### src/rtl/fifo_write_arbiter.sv
// Round-robin arbiter sharing one synchronous FIFO write port among NUM_REQ producers.
// Each grant is bounded to MAX_BURST words; FULL stalls the owner without losing its grant.
module fifo_write_arbiter #(
  parameter int unsigned DATA_WIDTH = 8,
  parameter int unsigned NUM_REQ    = 4,
  parameter int unsigned MAX_BURST  = 4
) (
  input  logic                            Clk,
  input  logic                            Rst,
  input  logic [NUM_REQ-1:0]              req,
  input  logic [NUM_REQ*DATA_WIDTH-1:0]   reqData,
  output logic [NUM_REQ-1:0]              ack,
  output logic [NUM_REQ-1:0]              grant,
  output logic [$clog2(NUM_REQ)-1:0]      grantId,
  output logic                            busy,
  output logic                            WR,
  output logic [DATA_WIDTH-1:0]           wrData,
  input  logic                            FULL
);

  localparam int unsigned ID_W  = $clog2(NUM_REQ);
  localparam int unsigned CNT_W = 4;

  typedef enum logic {IDLE, GRANT} state_t;

  state_t             state;
  logic [ID_W-1:0]    last_id;
  logic [CNT_W-1:0]   burst_cnt;

  logic [DATA_WIDTH-1:0] words [NUM_REQ];
  logic                  owner_req;
  logic                  release_c;
  logic [ID_W:0]         pick_c;

  // Search starts just after 'last' and wraps, so 'last' itself is checked only at the end.
  function automatic logic [ID_W:0] rr_pick(input logic [NUM_REQ-1:0] r,
                                            input logic [ID_W-1:0]    last);
    logic [ID_W:0] res;
    int unsigned   idx;
    res = '0;
    for (int unsigned i = 1; i <= NUM_REQ; i++) begin
      idx = (32'(last) + i) % NUM_REQ;
      if (!res[ID_W] && r[ID_W'(idx)]) res = {1'b1, ID_W'(idx)};
    end
    return res;
  endfunction

  for (genvar i = 0; i < NUM_REQ; i++) begin : g_words
    assign words[i] = reqData[i*DATA_WIDTH +: DATA_WIDTH];
  end

  // Write strobe, ack and data mux; Rst gates the strobe so a word in the reset cycle is dropped.
  always_comb begin
    owner_req = req[grantId];
    WR        = (state == GRANT) && owner_req && !FULL && !Rst;
    ack       = '0;
    if (WR) ack = NUM_REQ'(1) << grantId;
    wrData    = (state == GRANT) ? words[grantId] : '0;
    release_c = (state == GRANT) &&
                (!owner_req || (WR && (burst_cnt == CNT_W'(MAX_BURST - 1))));
    pick_c    = rr_pick(req, (state == GRANT) ? grantId : last_id);
  end

  always_ff @(posedge Clk) begin
    if (Rst) begin
      state     <= IDLE;
      grant     <= '0;
      grantId   <= '0;
      busy      <= 1'b0;
      burst_cnt <= '0;
      last_id   <= ID_W'(NUM_REQ - 1);
    end else begin
      case (state)
        IDLE: begin
          if (pick_c[ID_W]) begin
            state     <= GRANT;
            busy      <= 1'b1;
            grantId   <= pick_c[ID_W-1:0];
            grant     <= NUM_REQ'(1) << pick_c[ID_W-1:0];
            burst_cnt <= '0;
          end
        end
        GRANT: begin
          if (release_c) begin
            last_id <= grantId;
            if (pick_c[ID_W]) begin
              grantId   <= pick_c[ID_W-1:0];
              grant     <= NUM_REQ'(1) << pick_c[ID_W-1:0];
              burst_cnt <= '0;
            end else begin
              state     <= IDLE;
              busy      <= 1'b0;
              grant     <= '0;
              grantId   <= '0;
              burst_cnt <= '0;
            end
          end else if (WR) begin
            burst_cnt <= burst_cnt + CNT_W'(1);
          end
        end
        default: state <= IDLE;
      endcase
    end
  end

endmodule

### config.mk
export PLATFORM = sky130hd
export DESIGN_NAME = fifo_write_arbiter
export DESIGN_NICKNAME = d
export VERILOG_FILES = /design/src/rtl/fifo_write_arbiter.sv
export SDC_FILE = /design/constraint.sdc
export NUM_CORES = 1
export LEC_CHECK = 0
export ABC_CLOCK_PERIOD_IN_PS = 3000
export BUFFER_PORTS_ARGS = -buffer_cell sky130_fd_sc_hd__buf_2
export CAP_MARGIN = 20
export CORE_MARGIN = 2
export CORE_UTILIZATION = 48
export CTS_CLUSTER_DIAMETER = 200
export CTS_CLUSTER_SIZE = 28
export DETAILED_ROUTE_END_ITERATION = 12
export GPL_TIMING_DRIVEN = 1
export PLACE_DENSITY = 0.85
export SKIP_CTS_REPAIR_TIMING = 1
export SKIP_LAST_GASP = 1
export SLEW_MARGIN = 20
export SYNTH_ARGS = -nofsm -noshare
export SYNTH_HDL_FRONTEND = slang
export SYNTH_SLANG_ARGS = --single-unit
### constraint.sdc
create_clock -name Clk -period 3 [get_ports Clk]
set_input_delay 0.6 -clock Clk [delete_from_list [all_inputs] [get_ports Clk]]
set_output_delay 0.6 -clock Clk [all_outputs]
set_load 0.005 [all_outputs]
==> impl_metrics.py <==
metrics = {
    "critical_path": {
        "path_class": "reg -> out",
        "cp_max_fo": 17,
        "max_stage_delay_ns": 0.72,
        "critPathCaptureType": "primary output",
        "cp_cell_sequence": "mux2_4 > a22o_4 > nor2b_1 > and3_1 > buf_2",
        "critPathTopFamily": "flip-flops",
        "cpMaxStageDelayCell": "dfxtp_1",
        "required_ns": 2.40,
        "worst-path-buf-inv": 1,
        "start_kind": "flop",
        "critical_path_arrival_ns": 2.12,
    },
    "pwr": {
        "internal_power_w": 0.000373,
        "power_switching_w": 0.000178,
        "cellLeakagePower_nw": 0.678,
        "combPwrFrac": 0.386,
        "pwr-share-clk": 0.190,
        "seq_power_share": 0.424,
        "power_density_mw_per_mm2": 385,
        "max-vdd-ir-drop_uv": 245,
        "switching_share": 0.324,
    },
    "floorplanning": {
        "dieArea_sq_mm": 0.00272,
        "die_y_microns": 52.1,
        "initial_core_util": 0.507,
        "boundaryPins": 59,
        "die_w_microns": 52.1,
        "core-area_sq_mm": 0.00219,
        "rows": 17,
    },
    "grt": {
        "grt_max_degree": 20,
        "grt_use_total": 0.212,
        "antenna_found_initial": 0,
        "grt_pass1_wl_microns": 4400,
        "grt-ovfl-total": 0,
        "grt_pass1_vias": 1056,
    },
    "clock_tree": {
        "clkLatencyLatePin_ns": 0.28,
        "clock-root-buffer": "clkbuf_4",
        "cts.sinks": 14,
        "cts.clk_slew.worst_paths_ns": 0.08,
        "htreeDepth": 1,
        "numCtsBuffers": 3,
        "clockBufferDepth": 2,
        "cts_tree": "done",
    },
    "logic_synthesis": {
        "synth-edff-count": 0,
        "synth-seq-cells": 14,
        "seq_area_frac_synth": 0.252,
        "synth_area_sq_mm": 0.00111,
        "synth_flop_cell": "dfxtp_1",
        "syn_nets": 166,
        "ys_warn_count": 0,
        "async_flop_share": 0,
        "yosysUniqueCellTypes": 40,
        "synth.avg_cell_area_sq_um": 8.89,
        "synth_cells": 125,
    },
    "placed_design": {
        "dpl.hpwl_microns": 2290,
        "port_buffers": 58,
        "gp_congestion": 0.855,
    },
    "status": {
        "status": "complete, no violations",
    },
    "routing": {
        "antenna_left": 0,
        "drt-total-wl_microns": 2850,
        "dr.pass1.iters": 4,
        "via_per_inst": 5.63,
        "via_count": 1166,
        "drc": 0,
        "avgRoutedWirePerCell_microns": 13.8,
        "drt_iter0_drc": 20,
    },
    "finish": {
        "utilization": 0.653,
        "final_common_cell": "buf_2",
        "drive_gt1_frac": 0.441,
        "fin_nets": 222,
        "mostFrequentLayoutCells": "buf_2, dfxtp_1, and2_1",
        "synthToLayoutAreaGrowth_pct": 28.7,
        "antenna_cells": 0,
    },
    "timing": {
        "setup_viol": 0,
        "clock_skew_ns": 0.00668,
        "hold_viol_final": 0,
        "timing.setup.tns_ns": 0,
        "fmax_mhz": 368,
        "max_slew.worst_pin.slew_ns": 0.656,
        "relSlewSlack": 0.562,
        "period_minus_slack_ns": 2.72,
        "period_share": 0.905,
        "slew_viol_final": 0,
        "rsz0062_at_grt": "false",
    },
    "hold_path": {
        "hp-class": "reg -> reg",
    },
    "job": {
        "cap_violations": 0,
    },
}
routing by layer:
metal / share of wire / up-vias / track usage / wire length, microns
met5: 0 / - / 0 / 0
met2: 0.49 / 55 / 0.392 / 1390
met4: 0.0081 / 0 / 0.0614 / 23
met1: 0.42 / 539 / 0.249 / 1200
li1: - / 568 / - / -
met3: 0.083 / 4 / 0.0316 / 236
logic make-up after synthesis:
family	Yosys count	synth area share
simple gates	51	0.249
compound gates	27	0.173
buf+inv	15	0.0597
mux	14	0.227
flops	14	0.252
xor+xnor	2	0.0158
fa+ha+maj	2	0.0225
power groups by stage:
| stage | clock (W) | sequential (W) | combinational (W) |
|---|---|---|---|
| after global placement | 0 | 0.000238 | 0.000204 |
| after floorplan | 0 | 0.000219 | 0.000158 |
| after global routing | 0.000113 | 0.000240 | 0.000233 |
| after CTS | 0.000103 | 0.000235 | 0.000213 |
| after detailed placement | 0 | 0.000239 | 0.000212 |
| final | 0.000104 | 0.000234 | 0.000213 |
final timing paths:
check,startpoint,to,slack [ns],cells past startpoint
setup / recovery,grantId[1]$_SDFFE_PP0P_,ack[0],0.28,5
hold / removal,busy$_SDFFE_PP0P_,busy$_SDFFE_PP0P_,0.48,2
setup reg to reg,grantId[1]$_SDFFE_PP0P_,grant[0]$_SDFFE_PP0P_,0.71,5
hold reg to reg,busy$_SDFFE_PP0P_,busy$_SDFFE_PP0P_,0.48,2
through the flow:
step	std cells	total power, W	setup slack, ns	hold WS [ns]	area (sq um)
6_report	207	0.000551	0.284	0.484	1430
5_1_grt	207	0.000586	0.153	0.511	1430
4_1_cts	207	0.000550	0.276	0.486	1430
3_5_place_dp	204	0.000451	0.579	0.474	1410
3_3_place_gp	204	0.000442	0.610	0.463	1410
2_1_floorplan	125	0.000377	0.773	0.449	1110
cells in the mapped netlist, types with 3 or more instances:
cell	instances	area share
inv_1	6	0.020
nand2_1	8	0.027
nand3_1	4	0.018
a21oi_1	8	0.036
o32ai_1	3	0.024
nor2b_1	3	0.017
clkbuf_1	6	0.020
o21ai_0	4	0.018
nand2b_1	6	0.034
dfxtp_1	14	0.25
mux4_2	8	0.16
nor2_1	9	0.030
and2_1	10	0.056
worst reg2reg max path: cells and delay by family, from the launching register on:
family          cells  cell delay, ns
flops               1            0.72
compound gates      2            0.57
simple gates        2            0.54
mux                 1            0.37
final cells by class:
class,count,area [sq um]
multi-input cells,96,764
fillers,186,761
repair buffers,60,305
flip-flops and latches,14,280
well taps,28,35.0
clock buffers,3,22.5
inverters,6,22.5
registers in the layout, indices dropped and copies added, names as in the netlist:
name       flops
last_id        2
busy           1
grant          4
burst_cnt      4
grantId        2
state          1
No activity file was read; power rests on OpenSTA's default activity.
